## config.mk

```make
export PLATFORM = sky130hd
export DESIGN_NAME = demux1to2_buf
export DESIGN_NICKNAME = d
export VERILOG_FILES = /design/src/rtl/demux1to2_buf.sv
export SDC_FILE = /design/constraint.sdc
export NUM_CORES = 1
export LEC_CHECK = 0
export BUFFER_PORTS_ARGS = -buffer_cell sky130_fd_sc_hd__buf_2
export CAP_MARGIN = 5
export CORE_MARGIN = 5
export CORE_UTILIZATION = 52
export CTS_CLUSTER_SIZE = 10
export DETAILED_ROUTE_END_ITERATION = 8
export PLACE_DENSITY = 0.81
export SYNTH_ARGS = -nofsm -noshare
export SYNTH_HDL_FRONTEND = slang
export SYNTH_SLANG_ARGS = --single-unit
```

## constraint.sdc

```tcl
create_clock -name clk -period 4.7 [get_ports clk]
set_clock_uncertainty 0.2 [all_clocks]
set_input_delay 0 -clock clk [delete_from_list [all_inputs] [get_ports clk]]
set_output_delay 0 -clock clk [all_outputs]
set_load 0.005 [all_outputs]
```

## src/rtl/demux1to2_buf.sv

```systemverilog
// -----------------------------------------------------------------------------
// demux1to2_buf
//
// Steers a signed data word from a single input stream to one of two
// destinations. Each destination has one registered slot that is either
// EMPTY or FULL. Each destination also has a modulo-256 count of the words
// it has accepted.
//
// Handshake rules (valid/ready) for every channel in this block:
//   - A transfer happens on a rising clk edge when valid and ready are both 1
//     in the cycle before that edge.
//   - valid never depends on ready.
//   - A producer holding valid=1 keeps its data stable until the transfer.
//   - Input side: accept  = in_valid && in_ready.
//   - Output side: drain_k = out_k_valid && out_k_ready.
//   - in_ready is combinational. It looks only at the slot that the current
//     sel addresses, so a stalled slot never blocks traffic to the other one.
//
// Ports
//   clk            in   clock; all state updates happen on the rising edge
//   rst            in   asynchronous, active-high reset
//   in             in   w-bit signed data word to steer
//   sel            in   destination select (0 -> out_0, 1 -> out_1)
//   in_valid       in   in/sel are presented this cycle
//   in_ready       out  block can accept in this cycle
//   out_0, out_1   out  registered data held by each slot
//   out_0_valid    out  slot 0 holds a word
//   out_1_valid    out  slot 1 holds a word
//   out_0_ready    in   downstream 0 consumes the word
//   out_1_ready    in   downstream 1 consumes the word
//   cnt_0, cnt_1   out  words accepted per destination, modulo 256
//   dbg_slot_state out  {slot 1 FULL, slot 0 FULL}, for observation only
// -----------------------------------------------------------------------------
module demux1to2_buf #(
  parameter int w = 8
) (
  input  logic                clk,
  input  logic                rst,
  input  logic signed [w-1:0] in,
  input  logic                sel,
  input  logic                in_valid,
  output logic                in_ready,
  output logic signed [w-1:0] out_0,
  output logic signed [w-1:0] out_1,
  output logic                out_0_valid,
  output logic                out_1_valid,
  input  logic                out_0_ready,
  input  logic                out_1_ready,
  output logic [7:0]          cnt_0,
  output logic [7:0]          cnt_1,
  output logic [1:0]          dbg_slot_state
);

  typedef enum logic {
    SLOT_EMPTY = 1'b0,
    SLOT_FULL  = 1'b1
  } slot_state_e;

  slot_state_e        state_0_q, state_0_d;
  slot_state_e        state_1_q, state_1_d;
  logic signed [w-1:0] data_0_q, data_0_d;
  logic signed [w-1:0] data_1_q, data_1_d;
  logic [7:0]          cnt_0_q, cnt_0_d;
  logic [7:0]          cnt_1_q, cnt_1_d;

  logic sel_valid;
  logic sel_ready;
  logic accept;
  logic accept_0;
  logic accept_1;
  logic drain_0;
  logic drain_1;

  // ---------------------------------------------------------------------------
  // Handshake decode
  // ---------------------------------------------------------------------------
  always_comb begin
    sel_valid = sel ? out_1_valid : out_0_valid;
    sel_ready = sel ? out_1_ready : out_0_ready;
    // A slot that is draining this cycle can take a new word at the same
    // edge. That lets a stream pass through with no bubble.
    in_ready  = !rst && (!sel_valid || sel_ready);
    accept    = in_valid && in_ready;
    accept_0  = accept && !sel;
    accept_1  = accept && sel;
    // A ready on an EMPTY slot does nothing, because drain needs valid.
    drain_0   = out_0_valid && out_0_ready;
    drain_1   = out_1_valid && out_1_ready;
  end

  // ---------------------------------------------------------------------------
  // Slot 0: next state and data
  // ---------------------------------------------------------------------------
  always_comb begin
    state_0_d = state_0_q;
    data_0_d  = data_0_q;
    cnt_0_d   = cnt_0_q;
    case (state_0_q)
      SLOT_EMPTY: begin
        if (accept_0) state_0_d = SLOT_FULL;
      end
      SLOT_FULL: begin
        // Accept wins over drain: drain+accept keeps the slot FULL with the
        // new word.
        if (accept_0)     state_0_d = SLOT_FULL;
        else if (drain_0) state_0_d = SLOT_EMPTY;
      end
      default: state_0_d = SLOT_EMPTY;
    endcase
    // Data is only overwritten by a new word. After a drain it keeps its
    // last value.
    if (accept_0) begin
      data_0_d = in;
      cnt_0_d  = cnt_0_q + 8'd1;
    end
  end

  // ---------------------------------------------------------------------------
  // Slot 1: next state and data
  // ---------------------------------------------------------------------------
  always_comb begin
    state_1_d = state_1_q;
    data_1_d  = data_1_q;
    cnt_1_d   = cnt_1_q;
    case (state_1_q)
      SLOT_EMPTY: begin
        if (accept_1) state_1_d = SLOT_FULL;
      end
      SLOT_FULL: begin
        if (accept_1)     state_1_d = SLOT_FULL;
        else if (drain_1) state_1_d = SLOT_EMPTY;
      end
      default: state_1_d = SLOT_EMPTY;
    endcase
    if (accept_1) begin
      data_1_d = in;
      cnt_1_d  = cnt_1_q + 8'd1;
    end
  end

  // ---------------------------------------------------------------------------
  // State registers. Reset clears everything at once without waiting for a
  // clock edge. Any words held in the slots are discarded.
  // ---------------------------------------------------------------------------
  always_ff @(posedge clk or posedge rst) begin
    if (rst) begin
      state_0_q <= SLOT_EMPTY;
      state_1_q <= SLOT_EMPTY;
      data_0_q  <= '0;
      data_1_q  <= '0;
      cnt_0_q   <= '0;
      cnt_1_q   <= '0;
    end else begin
      state_0_q <= state_0_d;
      state_1_q <= state_1_d;
      data_0_q  <= data_0_d;
      data_1_q  <= data_1_d;
      cnt_0_q   <= cnt_0_d;
      cnt_1_q   <= cnt_1_d;
    end
  end

  // ---------------------------------------------------------------------------
  // Outputs
  // ---------------------------------------------------------------------------
  always_comb begin
    out_0          = data_0_q;
    out_1          = data_1_q;
    out_0_valid    = (state_0_q == SLOT_FULL);
    out_1_valid    = (state_1_q == SLOT_FULL);
    cnt_0          = cnt_0_q;
    cnt_1          = cnt_1_q;
    dbg_slot_state = {out_1_valid, out_0_valid};
  end

endmodule
```

==> out/results.ini <==
[outcome]
status=finished clean

[sta]
grt_setup_unrepaired=no
maxSlewHeadroom_pct=31.9
tightest_slew_ps=1020
timing_hold_violations_final=0
max_clk_rate_mhz=332
final.period_utilization_pct=64.1
slew_violations=0
final_period_minus_worst_setup_slack_ps=3010
timing.setup.tns_ps=0
final-setup-viol-count=0

[cells_and_area]
fin_cells=236
syn_to_final_growth_pct=43.6
multi_input_comb_area_um2=528
layout-drive-gt1-share_pct=34.1
seqCellArea_um2=851
finish.net_count=221
antenna-diode-count=0
fillers=169

[yosys]
synth_async_sr_flop_share_pct=100
syn_nets=138
synth-edff-count=0
xor_xnor_share_of_the_synthesized_area_pct=8.63
yosysUniqueCellTypes=20
synthCells=122
main_synth_ff_type=sky130_fd_sc_hd__dfrtp_1
avgSynthCellArea_um2=11.7
yosys-mux-area-fraction_pct=7.13
synth_top_cells_by_area=sky130_fd_sc_hd__dfrtp_1 60%, sky130_fd_sc_hd__nand2_1 8.7%, sky130_fd_sc_hd__mux2_2 7.1%, sky130_fd_sc_hd__xnor2_1 6.8%, sky130_fd_sc_hd__nand4_1 2.6%
yosys.area.top_type_share_pct=59.9
synth_commonest_cells=34 x sky130_fd_sc_hd__dfrtp_1, 33 x sky130_fd_sc_hd__nand2_1, 11 x sky130_fd_sc_hd__xnor2_1, 9 x sky130_fd_sc_hd__mux2_2, 6 x sky130_fd_sc_hd__nand4_1
yosys.area_share.adder_pct=1.76
synth_area_um2=1420
synth_top_family_by_area=simple AND/OR/NAND/NOR gates
ys_seq_elements=34
post-synth-top-count-cell=sky130_fd_sc_hd__dfrtp_1
synth_seq_area_share_pct=59.9
synth_largest_area_cell=sky130_fd_sc_hd__dfrtp_1
synthSimpleGateAreaFrac_pct=19.3
compound_cell_area_share_of_the_yosys_netlist_pct=0.352
ys_warn_count=0

[floorplanning]
rows=19
dieHeight_um=62.3
io-pin-count=51
initial_utilization_pct=52.9
die_width_um=62.3
core_region_area_um2=2690
die_area_um2=3880

[route]
remaining_number_of_nets_flagged_by_the_antenna_check_after_routing=0
drt-pass1-iter-count=5
vias_per_cell=5.15
route.detailed.drc=0
initialDrtViolationCount=37
wirelength_um=3440
route.vias.total=1215
routed_wire_length_per_instance_um=14.6

[clocking]
clock_tree.htree_level_count=2
cts_sinks=34
max-clock-path-buffers=2
tritoncts_clock_tree=built
cts_inserted_buffers=5
clk_pin_slew_ps=100
insertion_delay_ps=330
post_cts.resized_instances=0
root_buffer=sky130_fd_sc_hd__clkbuf_4

[placed_design]
half_perimeter_wire_length_after_detailed_placement_um=2120
globalplace.congestion=0.773
placement.io_buffers=50
place_inst=198

[grt]
globalRoute.totalOverflow=0
grt_antenna_before_repair=0
grt_use_total_pct=19.8
grt_pass1_vias=1339
grt_start_max_net_pins=35
grt_first_pass_wirelength_um=6120

[worst_setup_path]
critical_path_required_ps=4780
critPathLaunchType=register
element_type_at_the_critical_path_end=register
criticalPathCategory=register to register
crit_fanout=12
arrival_ps=3090

[flow_run]
cap_violations=0

[power_and_ir_drop]
ratio_of_total_power_to_cell_area_nw_per_um2=386
irDropWorstVdd_uv=321
static-leakage-power_uw=0.00104
totalPowerFinal_uw=787

[min_path]
worst_hold_path_type=input pin to async pin

per-layer routing:
metal	routed length [um]	GRT usage, %	vias up
met5	0	0	-
met4	52	7.69	0
met3	191	7.03	7
met2	1860	35.0	44
met1	1340	21.3	600
li1	-	-	564
final timing paths:
check,from,end,slack [ps],depth (start not counted)
setup / recovery,out_0_valid$_DFF_PP0_,out_0[6]$_DFFE_PP0P_,1690,6
hold / removal,rst,cnt_1[7]$_DFFE_PP0P_,170,4
setup reg to reg,out_0_valid$_DFF_PP0_,out_0[6]$_DFFE_PP0P_,1690,6
hold reg to reg,cnt_0[7]$_DFFE_PP0P_,cnt_0[7]$_DFFE_PP0P_,260,1
max in group asynchronous,rst,cnt_0[5]$_DFFE_PP0P_,3820,4
min in group clk,in[4],out_1[4]$_DFFE_PP0P_,250,3
layout make-up:
| type | instances | share of cell area, % |
|---|---|---|
| clock inverters | 2 | 0.490 |
| flip-flops and latches | 34 | 41.7 |
| multi-input cells | 80 | 25.9 |
| inverters | 2 | 0.368 |
| well taps | 31 | 1.90 |
| repair buffers | 82 | 27.8 |
| clock buffers | 5 | 1.84 |
metrics by stage:
stage | setup WS (ps) | area, um2 | utilization (%) | hold slack, ps
after global placement | 2680 | 1680 | 62.6 | -43.0
final | 1690 | 2040 | 76.0 | 172
after CTS | 1810 | 2040 | 76.0 | 173
after floorplan | 2630 | 1420 | - | -169
after detailed placement | 2600 | 1680 | 62.6 | -11.9
after global routing | 1380 | 2040 | 76.0 | 232
timing repair:
item                                    in CTS  in global routing
endpoints found under the setup margin       0                  0
hold endpoints to repair                    58                  0
hold buffers                                31                  0
buffers inserted                             0                  0
worst max-delay path: stages, from the launching register on:
cell and delay, ps:
sky130_fd_sc_hd__dfrtp_1 400, sky130_fd_sc_hd__nor2b_4 140, sky130_fd_sc_hd__nor4b_2 830, sky130_fd_sc_hd__nand2_1 160
sky130_fd_sc_hd__dlygate4sd3_1 600, sky130_fd_sc_hd__nand2_1 60, sky130_fd_sc_hd__dlygate4sd3_1 560
state kept, by name, summed over array words and instances, names as in the netlist:
| register | cells |
|---|---|
| cnt_0 | 8 |
| cnt_1 | 8 |
| out_0 | 8 |
| out_1 | 8 |
| out_0_valid | 1 |
| out_1_valid | 1 |
report_power, final:
group,switching [uW],internal (uW),leakage (uW)
clock network,96.5,53.8,0.0000308
logic,91.0,126,0.000581
registers,64.3,356,0.000429
total,252,535,0.00104
cells in the final DEF, fill, tap and decap left out, drive strengths merged:
cell	instances
nor2b	1
nand3	2
nor4b	1
and3	2
a21oi	1
nand4	6
inv	2
dlygate4sd3	31
clkbuf	5
or4b	1
mux2	9
nor2	2
dfrtp	34
nor3	2
nand2b	2
xnor2	11
nand2	33
xor2	3
buf	51
ha	2
and4	2
clkinv	2
kinds of logic after synthesis:
group	Yosys count
flip-flops	34
AND/OR/NAND/NOR	54
adder cells (fa/ha/maj)	2
XOR/XNOR	14
multiplexers	9
buffers and inverters	8
AO/OA/AOI/OAI	1
Note: power is estimated with default switching activity, not from simulation.
